### src/rtl/mac_acc_block.sv
// mac_acc_block: accumulates masked product beats into a wide sum per dot
// product and presents the result on a valid/ready port.
// Optional build macro MAC_ACC_SAT_EN: the accumulator clamps to all-ones on
// overflow instead of wrapping.
module mac_acc_block #(
   parameter int unsigned IN_WIDTH       = 40,
   parameter int unsigned GUARD          = 8,
   parameter int unsigned CNT_WIDTH      = 8,
   parameter int unsigned MAC_MIN_WIDTH  = 8,
   parameter int unsigned MAC_CONF_WIDTH = 2
) (
   input  logic                      clk,
   input  logic                      rst,
   input  logic                      clr,
   input  logic [MAC_CONF_WIDTH-1:0] cfg,
   input  logic                      in_valid,
   output logic                      in_ready,
   input  logic [IN_WIDTH-1:0]       in_data,
   input  logic                      in_last,
   output logic                      out_valid,
   input  logic                      out_ready,
   output logic [IN_WIDTH+GUARD-1:0] out_data,
   output logic [CNT_WIDTH-1:0]      out_count,
   output logic                      out_ovf
);

   localparam int unsigned ACC_WIDTH = IN_WIDTH + GUARD;
   localparam int unsigned LEN_W     = $clog2(IN_WIDTH + 1);

   // Precision mode codes
   localparam logic [1:0] MAC_SINGLE = 2'd0;
   localparam logic [1:0] MAC_DUAL   = 2'd1;
   localparam logic [1:0] MAC_QUAD   = 2'd2;

   // Quad mode needs the full 5*MIN-bit beat to fit in the input port
   generate
      if (IN_WIDTH < 5 * MAC_MIN_WIDTH) begin : g_width_chk
         $error("mac_acc_block: IN_WIDTH must be >= 5*MAC_MIN_WIDTH");
      end
   endgenerate

   typedef enum logic [1:0] {
      ST_IDLE = 2'd0,
      ST_ACC  = 2'd1,
      ST_DONE = 2'd2
   } state_t;

   state_t                r_state;
   logic [ACC_WIDTH-1:0]  r_acc;
   logic [CNT_WIDTH-1:0]  r_cnt;
   logic [1:0]            r_cfg;
   logic                  r_ovf;

   state_t                w_state_nxt;
   logic [ACC_WIDTH-1:0]  w_acc_nxt;
   logic [CNT_WIDTH-1:0]  w_cnt_nxt;
   logic [1:0]            w_cfg_nxt;
   logic                  w_ovf_nxt;

   logic [1:0]            w_mode;
   logic [LEN_W-1:0]      w_len;
   logic [IN_WIDTH-1:0]   w_masked;
   logic [ACC_WIDTH:0]    w_sum;
   logic                  w_carry;
   logic [ACC_WIDTH-1:0]  w_acc_add;
   logic [CNT_WIDTH-1:0]  w_cnt_inc;

   // Outputs are straight decodes/copies of registered state
   assign in_ready  = (r_state != ST_DONE);
   assign out_valid = (r_state == ST_DONE);
   assign out_data  = r_acc;
   assign out_count = r_cnt;
   assign out_ovf   = r_ovf;

   // First beat of a dot product uses live cfg; later beats use the latched mode
   assign w_mode = (r_state == ST_IDLE) ? cfg[1:0] : r_cfg;

   // Mask the beat to the mode width; unknown modes contribute zero
   always_comb begin
      w_len = '0;
      case (w_mode)
         MAC_SINGLE: w_len = LEN_W'(2 * MAC_MIN_WIDTH);
         MAC_DUAL:   w_len = LEN_W'(3 * MAC_MIN_WIDTH);
         MAC_QUAD:   w_len = LEN_W'(5 * MAC_MIN_WIDTH);
         default:    w_len = '0;
      endcase
      w_masked = in_data & ~({IN_WIDTH{1'b1}} << w_len);
   end

   assign w_sum     = {1'b0, r_acc} + (ACC_WIDTH+1)'(w_masked);
   assign w_carry   = w_sum[ACC_WIDTH];
   assign w_cnt_inc = (r_cnt == {CNT_WIDTH{1'b1}}) ? r_cnt : r_cnt + CNT_WIDTH'(1);

`ifdef MAC_ACC_SAT_EN
   assign w_acc_add = w_carry ? {ACC_WIDTH{1'b1}} : w_sum[ACC_WIDTH-1:0];
`else
   assign w_acc_add = w_sum[ACC_WIDTH-1:0];
`endif

   // Next-state and datapath update; clr overrides everything else
   always_comb begin
      w_state_nxt = r_state;
      w_acc_nxt   = r_acc;
      w_cnt_nxt   = r_cnt;
      w_cfg_nxt   = r_cfg;
      w_ovf_nxt   = r_ovf;
      if (clr) begin
         w_state_nxt = ST_IDLE;
         w_acc_nxt   = '0;
         w_cnt_nxt   = '0;
         w_ovf_nxt   = 1'b0;
      end else begin
         case (r_state)
            ST_IDLE: begin
               if (in_valid) begin
                  w_acc_nxt   = ACC_WIDTH'(w_masked);
                  w_cnt_nxt   = CNT_WIDTH'(1);
                  w_cfg_nxt   = cfg[1:0];
                  w_ovf_nxt   = 1'b0;
                  w_state_nxt = in_last ? ST_DONE : ST_ACC;
               end
            end
            ST_ACC: begin
               if (in_valid) begin
                  w_acc_nxt = w_acc_add;
                  w_cnt_nxt = w_cnt_inc;
                  w_ovf_nxt = r_ovf | w_carry;
                  if (in_last) begin
                     w_state_nxt = ST_DONE;
                  end
               end
            end
            ST_DONE: begin
               if (out_ready) begin
                  w_state_nxt = ST_IDLE;
                  w_acc_nxt   = '0;
                  w_cnt_nxt   = '0;
                  w_ovf_nxt   = 1'b0;
               end
            end
            default: begin
               w_state_nxt = ST_IDLE;
            end
         endcase
      end
   end

   // State and datapath registers
   always_ff @(posedge clk or negedge rst) begin
      if (!rst) begin
         r_state <= ST_IDLE;
         r_acc   <= '0;
         r_cnt   <= '0;
         r_cfg   <= '0;
         r_ovf   <= 1'b0;
      end else begin
         r_state <= w_state_nxt;
         r_acc   <= w_acc_nxt;
         r_cnt   <= w_cnt_nxt;
         r_cfg   <= w_cfg_nxt;
         r_ovf   <= w_ovf_nxt;
      end
   end

endmodule

### config.mk
export PLATFORM = sky130hd
export DESIGN_NAME = mac_acc_block
export DESIGN_NICKNAME = d
export VERILOG_FILES = /design/src/rtl/mac_acc_block.sv
export SDC_FILE = /design/constraint.sdc
export NUM_CORES = 1
export LEC_CHECK = 0
export BUFFER_PORTS_ARGS = -buffer_cell sky130_fd_sc_hd__buf_2
export CAP_MARGIN = 20
export CORE_UTILIZATION = 59
export DETAILED_ROUTE_END_ITERATION = 10
export PLACE_DENSITY_LB_ADDON = 0.25
export RECOVER_POWER = 25
export SETUP_SLACK_MARGIN = 0.5
export SLEW_MARGIN = 20
export SYNTH_ARGS = -nofsm -noshare
export SYNTH_HDL_FRONTEND = slang
export SYNTH_SLANG_ARGS = --single-unit
### constraint.sdc
create_clock -name clk -period 6.6 [get_ports clk]
set_input_delay 1.32 -clock clk [delete_from_list [all_inputs] [get_ports clk]]
set_output_delay 1.32 -clock clk [all_outputs]
set_load 0.01 [all_outputs]
Word-level counts from Yosys, hierarchy flattened
Cells that the tools add are included.
W data, S select, Z words.
{ "totals": {"reg_bits": 61, "elab_cells": 55} }
{ "op_classes": {"add_sub_neg": 2, "eq_ne": 11, "n_shift": 1, "n_mux": 25, "bitwise_logic": 4, "reduce_logical": 7} }
{ "op_table": {"columns": ["cell", "n"], "rows": [
  ["$mux W48", 4],
  ["$pmux W48 S3", 1],
  ["$add A48 B40 Y49", 1],
  ["$and A40 B40 Y40", 1],
  ["$mux W8", 5],
  ["$not A40 Y40", 1],
  ["$shl A40 B6 Y40 const A", 1],
  ["$pmux W8 S3", 1],
  ["$pmux W6 S3", 1],
  ["$mux W2", 7],
  ["$ne A3 B3 Y1 const B", 4],
  ["$add A8 B1 Y8 const B", 1],
  ["$eq A8 B8 Y1 const B", 1],
  ["$reduce_and A4 Y1", 2],
  ["$pmux W2 S3", 1],
  ["$reduce_and A5 Y1", 1],
  ["$eq A2 B1 Y1 const B", 2],
  ["$eq A2 B2 Y1 const B", 2],
  ["$logic_not A2 Y1", 2],
  ["$mux W1", 4],
  ["$reduce_bool A4 Y1", 1],
  ["$ne A3 B2 Y1 const B", 1],
  ["$pmux W1 S3", 1],
  ["$reduce_and A3 Y1", 1],
  ["3 further kinds", 3]
]} }

Depth between registers and ports, before layout
{ "logic_depth": {"depth_word": 12, "mapped_depth": 23, "mapped_depth_nobuf": 19} }

Worst setup path after synthesis
Ideal clock, no wire load.
{ "synth_path": {"path_type": "input port to flip-flop", "from": "input port cfg[1]", "to": "register r_acc[40] (netlist: out_data[40])", "setup_ns": 0.083, "arrival_ns": 5.135, "t_required_ns": 6.517, "setup_slack_ns": 1.383, "path_stages": 20, "path_buffers": 4, "cell_sequence": "mux2_2 ha_1 buf_2 buf_2 buf_2 buf_2 nor2b_1 ha_1 inv_1 fa_1 nor2b_1 a21oi_1 o211a_1 o21ai_0 a21oi_2 o31ai_1 a211o_1 a31oi_2 or4_1 o21ai_0"} }
{ "synth_between": {"elab_chain_cells": 10, "word_cells_on_any_way": 12} }
{ "synth_rtl": {"columns": ["element", "line_no", "text"], "rows": [
  ["start, declared", "15", "input logic [MAC_CONF_WIDTH-1:0] cfg,"],
  ["$mux W2 *", "76", "assign w_mode = (r_state == ST_IDLE) ? cfg[1:0] : r_cfg;"],
  ["$eq A2 B2 Y1, or another cell as far along", "81", "case (w_mode)"],
  ["$pmux W6 S3 *", "81", null],
  ["$shl A40 B6 Y40 *", "87", "w_masked = in_data & ~({IN_WIDTH{1'b1}} << w_len);"],
  ["$not A40 Y40 *", "87", null],
  ["$and A40 B40 Y40 *", "87", null],
  ["$add A48 B40 Y49 *", "90", "assign w_sum = {1'b0, r_acc} + (ACC_WIDTH+1)'(w_masked);"],
  ["$mux W48 *", "124", "if (in_valid) begin"],
  ["$pmux W48 S3 *", "113", "case (r_state)"],
  ["$mux W48 *", "107", "if (clr) begin"],
  ["end signal, assigned", "158", "r_acc <= w_acc_nxt;"],
  ["end, declared", "49", "logic [ACC_WIDTH-1:0] r_acc;"]
]} }
Every way passes the cells marked *; elsewhere a longest branch is shown, timed or not. The select of a mux whose other input is x is not followed.
A chain may end at the register's enable or synchronous reset.

Final worst setup path
{ "layout_path": {"from": "input port cfg[0]", "to": "register r_acc[40] (netlist: out_data[40])"} }
The elaborated chain is that of the path after synthesis.

==> flow_summary.toml <==
[floorplan]
row_count = 40
io_pins = 107
die-area_um2 = 13000
start_util = 0.613
die_w_um = 114
core_um2 = 12100
die_h_um = 114

[power_and_ir_drop]
pwr-share-comb = 0.559
power.internal_mw = 1.28
p_seq_frac = 0.258
clockPowerShare = 0.182
peakVddDrop_mv = 0.172
p_total_mw = 2.58
p_sw_mw = 1.30
p_sw_frac = 0.503
p_leak_nw = 3.44
power_density_nw_per_um2 = 317

[synth]
synth_area_leader_cell = "dfrtp_1"
synth_nets = 1081
yosys_warnings = 0
yosysTopAreaCellShare = 0.206
post_synth_instance_area_um2 = 7420
yosysSeqAreaShare = 0.206
synth-edff-count = 0
syn_inst = 1014
ys_seq_elements = 61
synthTopCellsByArea = "dfrtp_1, nand2_1, o21ai_0, xnor2_1, a21oi_1"
synth_ff_type = "dfrtp_1"
synth_area_per_cell_um2 = 7.32
async_flop_share = 1.00
synth_cell_type_count = 87

[critical_path]
r2r-end = "out_data[40]$_DFFE_PN0P_"
crit_chain = "buf_2 > mux2i_1 > inv_1 > ha_1 > buf_4 > nor2b_1 > ha_1 > inv_1 > fa_1 > nor2b_1 > a21oi_1 > o211a_1 > o21ai_0 > a21oi_2 > o31ai_1 > a211o_1 > a31oi_2 > or4_1 > o21ai_0"
crit_buf_inv = 4
r2r_cells = 19
arrival_ns = 5.57
worst_path_max_delay_cell = "o31ai_1"
path_delay_family = "compound AO/OA/AOI/OAI gates"
max_stage_delay_ns = 0.62
reg2reg_from = "r_state[1]$_DFFE_PN0P_"
rrSetupSlack_ns = 1.53
worstSetupEndpointType = "register"
path_class = "in -> reg"
critPathMaxFanout = 16
cp_data_required_time_ns = 6.86
start_kind = "input port"

[worst_hold_path]
worstHoldEndpoint = "r_cfg[0]$_DFFE_PN0P_"
hp-start = "r_cfg[0]$_DFFE_PN0P_"
whs_path_depth = 1
holdCritPathClass = "reg -> reg"

[outcome]
outcome = "finished, violations left"
violations = "max-capacitance violations, max-slew violations"

[detailed_routing]
drt-wirelength-per-cell_um = 17.5
dr.first_iter.drc_count = 1004
viasPerCell = 6.54
finalWirelength_um = 21500
dr_total_vias = 8019
first_pass_iters = 6
route.antenna.remaining_nets = 0
drt_drc_violations_left = 0

[grt]
grt_pass1_wl_um = 35000
grt_usage = 0.334
overflow = 0
grt_pass1_vias = 7079
grt_max_degree = 62
antenna_found_initial = 0

[placed_design]
place_ws_ns = 1.03
gp_congestion = 0.911
dp_hpwl_um = 14600
portBuffers = 106

[final_layout]
multi_input_area_um2 = 5370
n_antenna_cell = 0
syn2layout_area_growth_pct = 9.60
final_nets = 1121
drive_gt1_frac = 0.151
mostFrequentLayoutCells = "nand2_1, buf_2, o21ai_0, nor2_1, dfrtp_1"
fillCellCount = 1115
mostFrequentLayoutCell = "nand2_1"
seq_area_um2 = 1530

[sta]
fin_ws_ns = 1.30
grt_setup_unrepaired = "false"
hold_viol = 0
tns_ns = 0
slew_headroom = -1.39
fin_crit_sh = 0.804
fin_crit_ns = 5.30
skew_ns = 0.00813
worstMarginPinSlew_ns = 3.59
drv_slew = 62
fmax_mhz = 189
finalSetupViolCount = 0

[cts]
cts_tree = "done"
hold_buffers = 0
clk_pin_slew_ns = 0.07
cts_buffers = 9
worst_skew_pair.late_latency_ns = 0.35
cts_sinks = 61
cts_buffer_depth = 2
cts_root_buf = "clkbuf_16"
post-cts-setup-buffer-count = 0
htree_num_levels = 3
cts_resized = 0

[job]
timing.max_cap.violations = 1
synthesized netlist by cell type, types with 5 or more instances:
cell	n
nor2b_1	18
ha_1	18
mux2i_1	15
a32oi_1	6
clkbuf_1	44
a21oi_1	53
a221oi_1	5
a211oi_1	7
or3_1	6
inv_1	33
maj3_1	8
o211ai_1	25
o21ai_0	88
a31oi_1	29
nand2b_1	15
a221o_1	6
nand2_1	121
o31ai_1	8
mux2_2	5
dfrtp_1	61
o22ai_1	15
nor3_1	18
o221ai_1	12
a41oi_1	5
or2_2	6
and2_1	16
and3_1	11
buf_2	36
o21a_1	5
nand3_1	39
o21bai_1	6
nand4_1	6
a21o_1	13
nor4bb_1	13
a22oi_1	14
xor2_1	22
nor2_1	68
xnor2_1	36
per-layer routing:
layer,GRT usage,wire (um),vias to the layer above
li1,-,-,3860
met1,0.480,9660,3765
met2,0.504,9500,360
met3,0.0598,1910,34
met4,0.115,388,0
met5,0,0,-
kinds of logic (layout without fill, tap and decap cells):
logic type,Yosys count,after routing,synth area share
simple gates,372,372,0.261
compound gates,353,353,0.322
buf+inv,123,168,0.0712
flops,61,61,0.206
xor+xnor,58,58,0.0685
fa+ha+maj,27,27,0.0439
mux,20,20,0.0278
flip-flops by register name, summed over array words and instances (netlist names):
name	cells
out_count	8
out_ovf	1
r_state	2
out_data	48
r_cfg	2
layout make-up:
| type | instances | area share |
|---|---|---|
| clock buffers | 9 | 0.0277 |
| multi-input cells | 830 | 0.660 |
| clock inverters | 7 | 0.00708 |
| flip-flops and latches | 61 | 0.188 |
| inverters | 34 | 0.0157 |
| repair buffers | 118 | 0.0759 |
| well taps | 168 | 0.0259 |
through the flow:
stage,util,std cells,area [um2],hold slack (ns)
6_report,0.671,1227,8130,0.515
5_1_grt,0.671,1227,8130,0.531
4_1_cts,0.671,1226,8130,0.513
3_5_place_dp,0.648,1210,7840,0.501
3_3_place_gp,0.647,1209,7840,0.489
2_1_floorplan,-,1014,7420,0.475
worst register-to-register path, stage by stage, from the launching register on:
cell and delay (ns):
dfrtp_1 0.40, inv_1 0.08, ha_1 0.26, mux2_2 0.38, ha_1 0.18, buf_4 0.19, nor2b_1 0.15, ha_1 0.18
inv_1 0.05, fa_1 0.44, nor2b_1 0.20, a21oi_1 0.07, o211a_1 0.26, o21ai_0 0.31, a21oi_2 0.16, o31ai_1 0.62
a211o_1 0.27, a31oi_2 0.18, or4_1 0.50, o21ai_0 0.10
power by group through the flow:
stage | clock network (mW) | registers (mW) | logic (mW)
4_1_cts | 0.470 | 0.658 | 1.41
3_5_place_dp | 0 | 0.665 | 1.40
2_1_floorplan | 0 | 0.556 | 1.16
3_3_place_gp | 0 | 0.661 | 1.38
6_report | 0.470 | 0.666 | 1.44
5_1_grt | 0.492 | 0.685 | 1.58
how the worst max path moves through the flow:
stage            from                       end  slack, ns  cells after the start
2_1_floorplan  cfg[1]  out_data[40]$_DFFE_PN0P_       1.38                     20
3_3_place_gp   cfg[0]  out_data[40]$_DFFE_PN0P_       1.31                     19
3_5_place_dp   cfg[0]  out_data[40]$_DFFE_PN0P_       1.03                     19
4_1_cts        cfg[0]  out_data[40]$_DFFE_PN0P_       1.39                     19
5_1_grt        cfg[0]  out_data[40]$_DFFE_PN0P_       1.02                     19
6_report       cfg[0]  out_data[40]$_DFFE_PN0P_       1.30                     19
(Power assumes the default switching activity.)
